===== src/rtl/maxnet_engine.sv =====
// -----------------------------------------------------------------------------
// maxnet_engine
//
// Self-sequenced winner-take-all (Maxnet) core. The block loads N signed
// fixed-point scores over a valid/ready stream and then repeats the
// lateral-inhibition update until one of three things happens:
//   - exactly one activation is non-zero,
//   - all activations are zero, or
//   - the iteration limit is reached.
// It then presents the winner index and that neuron's raw loaded score
// through a second valid/ready handshake.
//
// Parameters
//   N         neuron count (>= 2)
//   W         data width, signed two's complement Q(W-F).F
//   F         fractional bits
//   EPS       inhibition weight in the same Q format, < 1/(N-1)
//   MAX_ITER  update iteration limit (1..255)
//
// Ports
//   clk, rst_n           rising-edge clock, asynchronous active-low reset
//   in_valid/in_ready    score stream; beat k loads neuron k
//   in_data  [W]         score for the current neuron
//   out_valid/out_ready  result handshake
//   win_idx  [clog2 N]   winning neuron index
//   win_val  [W]         raw loaded score of win_idx
//   iter_cnt [8]         number of update iterations performed
//   no_winner            every activation reached zero
//   timeout              MAX_ITER reached with more than one survivor
//   busy                 iterating (EVAL or UPDATE)
// -----------------------------------------------------------------------------
module maxnet_engine #(
  parameter int                  N        = 4,
  parameter int                  W        = 32,
  parameter int                  F        = 16,
  parameter logic signed [W-1:0] EPS      = 32'sh0000_2000,
  parameter int                  MAX_ITER = 255
) (
  input  logic                 clk,
  input  logic                 rst_n,
  input  logic                 in_valid,
  output logic                 in_ready,
  input  logic [W-1:0]         in_data,
  output logic                 out_valid,
  input  logic                 out_ready,
  output logic [$clog2(N)-1:0] win_idx,
  output logic [W-1:0]         win_val,
  output logic [7:0]           iter_cnt,
  output logic                 no_winner,
  output logic                 timeout,
  output logic                 busy
);

  localparam int LN = $clog2(N);
  localparam int SW = W + LN;   // activation sum width, cannot overflow
  localparam int DW = SW + 1;   // signed (S - a[i])
  localparam int PW = W + DW;   // full-width product EPS * (S - a[i])

  // Largest value an activation may hold: 2^(W-1) - 1.
  localparam logic signed [PW:0] A_MAX = {{(PW-W+2){1'b0}}, {(W-1){1'b1}}};

  typedef enum logic [1:0] {LOAD, EVAL, UPDATE, DONE} state_t;

  state_t          state_q, state_d;
  logic [LN-1:0]   load_idx;
  logic [W-1:0]    x [N];        // raw loaded scores
  logic [W-1:0]    a [N];        // activations, always in [0, 2^(W-1)-1]
  logic [SW-1:0]   sum_q;
  logic [SW-1:0]   sum_c;
  logic [LN-1:0]   low_idx;      // lowest non-zero activation index
  logic            found;        // at least one activation non-zero
  logic            multi;        // more than one activation non-zero
  logic            at_limit;

  // One lateral-inhibition step for a single neuron:
  //   clamp(a - ((EPS * (S - a)) >>> F)) into [0, 2^(W-1)-1]
  function automatic logic [W-1:0] inhibit(input logic [W-1:0]  ai,
                                            input logic [SW-1:0] s);
    logic signed [DW-1:0] diff;
    logic signed [PW-1:0] prod;
    logic signed [PW:0]   v;
    diff = $signed({1'b0, s}) - $signed({{(LN+1){1'b0}}, ai});
    prod = PW'(EPS) * PW'(diff);
    v    = $signed({{(PW-W+1){1'b0}}, ai}) - (PW+1)'(prod >>> F);
    if (v < 0)
      return '0;
    else if (v > A_MAX)
      return {1'b0, {(W-1){1'b1}}};
    else
      return v[W-1:0];
  endfunction

  // ---------------------------------------------------------------------------
  // Survivor scan and activation sum
  // ---------------------------------------------------------------------------
  always_comb begin
    // NOTE: every variable gets a default before any conditional assignment,
    // otherwise paths that skip an assignment infer latches.
    sum_c   = '0;
    low_idx = '0;
    found   = 1'b0;
    multi   = 1'b0;
    for (int i = 0; i < N; i++) begin
      sum_c = sum_c + SW'(a[i]);
      if (a[i] != '0) begin
        if (found) begin
          multi = 1'b1;
        end else begin
          found   = 1'b1;
          low_idx = LN'(i);
        end
      end
    end
  end

  // The limit is checked against the count before increment, so exactly
  // MAX_ITER updates run before a timeout is declared.
  assign at_limit = (iter_cnt == 8'(MAX_ITER));

  // ---------------------------------------------------------------------------
  // FSM
  // ---------------------------------------------------------------------------
  always_ff @(posedge clk or negedge rst_n) begin
    // NOTE: registers use non-blocking assignments so every flop samples
    // pre-edge values regardless of statement order.
    if (!rst_n) state_q <= LOAD;
    else        state_q <= state_d;
  end

  always_comb begin
    state_d = state_q;
    unique case (state_q)
      LOAD:    if (in_valid && load_idx == LN'(N-1)) state_d = EVAL;
      EVAL:    state_d = (!multi || at_limit) ? DONE : UPDATE;
      UPDATE:  state_d = EVAL;
      DONE:    if (out_ready) state_d = LOAD;
      default: state_d = LOAD;
    endcase
  end

  assign in_ready  = (state_q == LOAD);
  assign out_valid = (state_q == DONE);
  assign busy      = (state_q == EVAL) || (state_q == UPDATE);

  // ---------------------------------------------------------------------------
  // Datapath
  // ---------------------------------------------------------------------------
  always_ff @(posedge clk or negedge rst_n) begin
    if (!rst_n) begin
      // NOTE: the score and activation arrays are small register files with a
      // defined reset value, so they are cleared here rather than left
      // uninitialised like an inferred RAM would be.
      for (int i = 0; i < N; i++) begin
        x[i] <= '0;
        a[i] <= '0;
      end
      load_idx  <= '0;
      sum_q     <= '0;
      iter_cnt  <= '0;
      win_idx   <= '0;
      win_val   <= '0;
      no_winner <= 1'b0;
      timeout   <= 1'b0;
    end else begin
      unique case (state_q)
        LOAD: begin
          if (in_valid) begin
            x[load_idx] <= in_data;
            a[load_idx] <= in_data[W-1] ? '0 : in_data;
            if (load_idx == '0) iter_cnt <= '0;
            load_idx <= (load_idx == LN'(N-1)) ? '0 : load_idx + LN'(1);
          end
        end
        EVAL: begin
          if (!multi) begin
            // Single survivor, or none (low_idx stays 0 when nothing is set).
            win_idx   <= low_idx;
            win_val   <= x[low_idx];
            no_winner <= !found;
          end else if (at_limit) begin
            win_idx <= low_idx;
            win_val <= x[low_idx];
            timeout <= 1'b1;
          end else begin
            sum_q <= sum_c;
          end
        end
        UPDATE: begin
          for (int i = 0; i < N; i++) a[i] <= inhibit(a[i], sum_q);
          iter_cnt <= iter_cnt + 8'd1;
        end
        DONE: begin
          if (out_ready) begin
            no_winner <= 1'b0;
            timeout   <= 1'b0;
          end
        end
        default: ;
      endcase
    end
  end

endmodule


===== config.mk =====
export PLATFORM = sky130hd
export DESIGN_NAME = maxnet_engine
export DESIGN_NICKNAME = d
export VERILOG_FILES = /design/src/rtl/maxnet_engine.sv
export SDC_FILE = /design/constraint.sdc
export NUM_CORES = 1
export LEC_CHECK = 0
export BUFFER_PORTS_ARGS = -buffer_cell sky130_fd_sc_hd__buf_4
export CAP_MARGIN = 20
export CELL_PAD_IN_SITES_DETAIL_PLACEMENT = 0
export CELL_PAD_IN_SITES_GLOBAL_PLACEMENT = 1
export CORE_MARGIN = 2
export CORE_UTILIZATION = 40
export DETAILED_ROUTE_END_ITERATION = 10
export PLACE_DENSITY_LB_ADDON = 0.1
export SYNTH_ARGS = -nofsm -noshare
export SYNTH_HDL_FRONTEND = slang
export SYNTH_SLANG_ARGS = --single-unit

===== constraint.sdc =====
create_clock -name clk -period 6.28 [get_ports clk]
set_clock_uncertainty 0.05 [all_clocks]
set_input_delay 1.256 -clock clk [delete_from_list [all_inputs] [get_ports clk]]
set_output_delay 1.256 -clock clk [all_outputs]
set_load 0.05 [all_outputs]

* Word level (Yosys, flattened, before mapping)
Index checks and enable logic that the tools add are counted.
Word-level totals: flip-flop bits (word level) 338, input bits 36
Cells by class: add/subtract/negate cells 13, order comparisons 11, equal/unequal tests 13, multiplexer cells 52, bitwise operators 3, reductions and logical operators 22
Operators by type and width (number):
- $mux W32 | 13
- $bwmux W128 | 2
- $pmux W128 S2 | 1
- $sub A34 B32 Y35 | 4
- $gt A34 B32 Y1 const B | 4
- $lt A34 B1 Y1 const B | 4
- $sub A33 B32 Y34 | 4
- $mux W128 | 1
- $reduce_bool A32 Y1 | 4
- $bmux W32 S2 | 1
- $demux W32 S2 | 1
- $add A33 B32 Y34 | 1
- $add A34 B32 Y34 | 1
- $add A32 B32 Y33 | 1
- $mux W31 | 1
- $mux W2 | 10
- $mux W1 | 16
- $mux W8 | 2
- $pmux W8 S2 | 1
- $reduce_and A3 Y1 | 3
- $add A8 B1 Y8 const B | 1
- $eq A8 B8 Y1 const B | 1
- $ne A2 B1 Y1 const B | 4
- $ne A2 B2 Y1 const B | 4
- 16 further kinds | 29

* Logic depth before layout (Yosys ltp)
depth in word-level cells 14, gate-level depth with buffers 28, gate-level depth less buffers 25

* Worst setup path after synthesis
Ideal clock, no wire load.
kind reg-to-reg, start point register a[74] in the netlist's numbering, end point register a[77] in the netlist's numbering, setup time 0.137 ns, data arrival time 5.214 ns, data required time 6.093 ns, path slack 0.879 ns, stages on the path, launching flop included 26, path buffers 2, clock period less this slack 5.401 ns, path through dfrtp_1 inv_1 ha_1 a21o_1 a21o_1 a21oi_1 nor3_1 a2111oi_0 o21ai_1 o31a_1 a21o_1 xnor2_1 ha_1 clkbuf_1 a21o_1 a21o_1 a21o_1 a21o_1 a221oi_1 o31a_1 o21bai_1 and4_1 nor2_1 clkbuf_1 a21oi_1 a2bb2oi_1
Between the ends: word-level cells in the longest chain between the ends 6, elaborated cells on any way between the ends 7, those cells by class 2 x add/sub; 2 x order compare; 3 x mux
RTL lines:
- from (decl) | line 67 | logic [W-1:0] a [N];
- from (signal, indexed assignment) | line 169 | a[load_idx] <= in_data[W-1] ? '0 : in_data;
- $sub A34 B32 Y35 | line 82 | diff = $signed({1'b0, s}) - $signed({{(LN+1){1'b0}}, ai});
- $sub A33 B32 Y34 * | line 84 | v = $signed({{(PW-W+1){1'b0}}, ai}) - (PW+1)'(prod >>> F);
- $gt A34 B32 Y1 | line 87 | else if (v > A_MAX)
- $mux W32 | line 87
- $mux W32 * | line 85 | if (v < 0)
- $pmux W128 S2 * | line 165 | unique case (state_q)
Mark *: on every way between the ends. The rest lies on a longest branch, timed or not. A chain may end at the register's enable or synchronous reset.

* Worst setup path after layout
start point register sum_q[14], end point register a[89] in the netlist's numbering
Between the ends: word-level cells in the longest chain between the ends 6, elaborated cells on any way between the ends 7, those cells by class 2 x add/sub; 2 x order compare; 3 x mux
RTL lines:
- from (decl) | line 68 | logic [SW-1:0] sum_q;
- from (signal assigned) | line 185 | sum_q <= sum_c;
- $sub A34 B32 Y35 * | line 82
- $sub A33 B32 Y34 * | line 84
- $gt A34 B32 Y1 | line 87
- $mux W32 | line 87
- $mux W32 * | line 85
- $pmux W128 S2 * | line 165
Marked as above.

==> flow_metrics.env <==
export IMPL_outcome="finished, final reports clean"
export IMPL_synth_edf_count=0
export IMPL_root_buffer="clkbuf_16"
export IMPL_hp_class="register to register"
export IMPL_grt_antenna_before_repair=5
export IMPL_dpl_cell_count=4514
export IMPL_whs_path_depth=1
export IMPL_track_usage=0.269
export IMPL_regArea_mm2=0.00846
export IMPL_r2r_slack_ns=0.39
export IMPL_async_flop_share=1.00
export IMPL_wl_per_cell_um=23.3
export IMPL_finalCritPeriodShare=0.938
export IMPL_slew_viol_final=0
export IMPL_num_vias=27000
export IMPL_antenna_left=0
export IMPL_maxSlewHeadroom=0.300
export IMPL_die_y_um=282
export IMPL_overflow=0
export IMPL_cp_end_kind="register"
export IMPL_max_stage_delay_ns=0.50
export IMPL_crit_type="register to register"
export IMPL_ys_top_cells_by_area="dfrtp_1 (27%), ha_1 (12%), mux2_2 (6.1%)"
export IMPL_cts_setup_buffers=0
export IMPL_r2r_cells=22
export IMPL_cts_tree="yes"
export IMPL_synthesis_area_mm2=0.0308
export IMPL_syn_nets=3804
export IMPL_finalNonFillerCells=4587
export IMPL_io_buffers=82
export IMPL_pre_cts_slack_ns=-0.0573
export IMPL_ys_seq_area_frac=0.274
export IMPL_area_growth_pct=13.0
export IMPL_tightest_slew_ns=1.05
export IMPL_worst_slack_ns=0.386
export IMPL_worstSetupStartpointType="register"
export IMPL_r2r_start="sum_q[14]"
export IMPL_grt_max_degree=157
export IMPL_numCtsBuffers=42
export IMPL_dieArea_mm2=0.0794
export IMPL_cp_top_family="compound AO/OA/AOI/OAI gates"
export IMPL_crit_fanout=15
export IMPL_insertion_delay_ns=0.58
export IMPL_grt_pass1_wl_mm=164
export IMPL_die_w_um=282
export IMPL_synth_most_common_cell="dfrtp_1"
export IMPL_cts_buffer_depth=3
export IMPL_ys_types=95
export IMPL_synth_ff_type="dfrtp_1"
export IMPL_syn_mean_instance_area_um2=9.07
export IMPL_yosys_warnings=0
export IMPL_n_fill_cell=7366
export IMPL_ys_ff_latch=338
export IMPL_worstPathRequired_ns=6.67
export IMPL_setup_viol=0
export IMPL_synthTopCellsByCount="dfrtp_1 (338), ha_1 (299), a21oi_1 (284)"
export IMPL_dr_pass1_iters=5
export IMPL_fmax_mhz=170
export IMPL_worstPathArrival_ns=6.29
export IMPL_multi_input_area_mm2=0.0213
export IMPL_fin_crit_ns=5.89
export IMPL_synthCells=3401
export IMPL_dp_final_hpwl_mm=85.9
export IMPL_grt_pass1_vias=27700
export IMPL_clock_sinks=338
export IMPL_core_area_mm2=0.0762
export IMPL_drtIter0Drc=1721
export IMPL_h_tree_depth=2
export IMPL_max_cap_viol_count=0
export IMPL_path_cells="ha_1 -> a21o_1 -> a21oi_1 -> o21ai_0 -> and4_1 -> a2111oi_1 -> o21ai_1 -> o31a_1 -> a41o_1 -> o21a_1 -> or3_1 -> and2_1 -> ha_1 -> a21o_1 -> a221oi_2 -> o31a_1 -> o21bai_1 -> and4_1 -> o21ai_1 -> buf_12 -> a21oi_1 -> a211o_1"
export IMPL_wirelength_mm=107
export IMPL_drc_errors=0
export IMPL_hold_path_end="x[39]"
export IMPL_vias_per_cell=5.88
export IMPL_holdCritStartpoint="x[39]"
export IMPL_drive_gt1_frac=0.155
export IMPL_cpMaxStageDelayCell="dfrtp_2"
export IMPL_boundaryPins=83
export IMPL_clk_pin_slew_ns=0.06
export IMPL_yosys_area_top_type_share=0.274
export IMPL_yosys_area_top_type="dfrtp_1"
export IMPL_r2r_end="a[89]"
export IMPL_initial_core_util=0.405
export IMPL_num_rows=101
export IMPL_finalWeightedCongestion=0.980
export IMPL_rsz0062_at_grt="no"
export IMPL_hold_viol=0
export IMPL_nNetsFinal=3933
export IMPL_crit_buf_inv=1
## how the worst max path moves through the flow
stage                    from  endpoint  slack [ns]  cells past startpoint
floorplan               a[74]     a[77]        0.88                     25
global placement     sum_q[1]     a[38]        0.09                     25
global route            a[35]     a[61]      0.0003                     27
CTS                  sum_q[1]     a[61]        0.08                     25
detailed placement   sum_q[1]     a[61]       -0.06                     25
finish              sum_q[14]     a[89]        0.39                     22
## metal layers
metal  vias to the layer above  share of wire  global-route usage
met2                       707           0.47               0.450
met3                       142          0.053              0.0316
met1                     13400           0.45               0.366
li1                      12800              -                   -
met4                         0          0.029              0.0821
met5                         -              0                   0
## flip-flops by register name (all words and copies together) (netlist names)
signal,cells
win_idx,2
iter_cnt,8
timeout,1
x,128
win_val,32
no_winner,1
sum_q,34
state_q,2
load_idx,2
a,128
## placed cells by master, fill, tap and decap left out, types with 22 or more instances in the layout
master / netlist / final
nand3_1: 70 / 66
nor4_1: 42 / 41
nor2b_1: 56 / 56
nand4_1: 37 / 37
o21a_1: 49 / 49
a211o_1: 26 / 26
o22a_1: 30 / 30
dfrtp_1: 338 / 335
a21o_1: 137 / 137
ha_1: 299 / 298
nor2_1: 201 / 200
o21ai_0: 254 / 253
mux2_2: 167 / 167
nor3_1: 61 / 60
fa_1: 68 / 68
xor2_1: 123 / 123
mux4_2: 32 / 32
or2_2: 24 / 25
a31oi_1: 22 / 22
xnor2_1: 119 / 119
a21oi_1: 284 / 278
inv_1: 196 / 196
buf_4: 1 / 187
o21bai_1: 26 / 26
and3_1: 29 / 29
nand2_1: 204 / 200
clkbuf_16: 0 / 43
o311ai_0: 38 / 38
nand2b_1: 80 / 80
## cell type report
class / count / share of cell area
clock inverter: 12 / 0.00567
tap: 1030 / 0.0370
antenna: 1 / 0.0000718
sequential: 338 / 0.243
clock buffer: 58 / 0.0342
multi-input combinational: 2752 / 0.612
timing repair buffer: 199 / 0.0470
inverter: 197 / 0.0212
## kinds of logic (layout without fill, tap and decap cells)
group / count (synthesis) / count (layout) / synth area share
simple gates: 867 / 867 / 0.140
mux: 204 / 204 / 0.0859
fa+ha+maj: 367 / 367 / 0.165
xor+xnor: 242 / 242 / 0.0687
buf+inv: 311 / 466 / 0.0394
other cells: 0 / 1 / 0
flops: 338 / 338 / 0.274
compound gates: 1072 / 1072 / 0.226
## stage by stage
stage,utilization,area [um2],setup TNS [ns],hold slack [ns]
5_1_grt,0.457,34900,0,0.468
2_1_floorplan,-,30800,0,0.424
4_1_cts,0.455,34700,0,0.452
6_report,0.457,34900,0,0.448
3_3_place_gp,0.437,33300,0,0.431
3_5_place_dp,0.437,33300,-0.481,0.438
## repair_timing
item | in CTS | in global routing
resized for setup | 1 | 24
endpoints found under the setup margin | 31 | 93
hold buffers | 0 | 0
cloned | 0 | 0
Power is left out: the tool's default activity adds up to more than one toggle a clock period on the data nets, which glitch-free logic cannot reach.
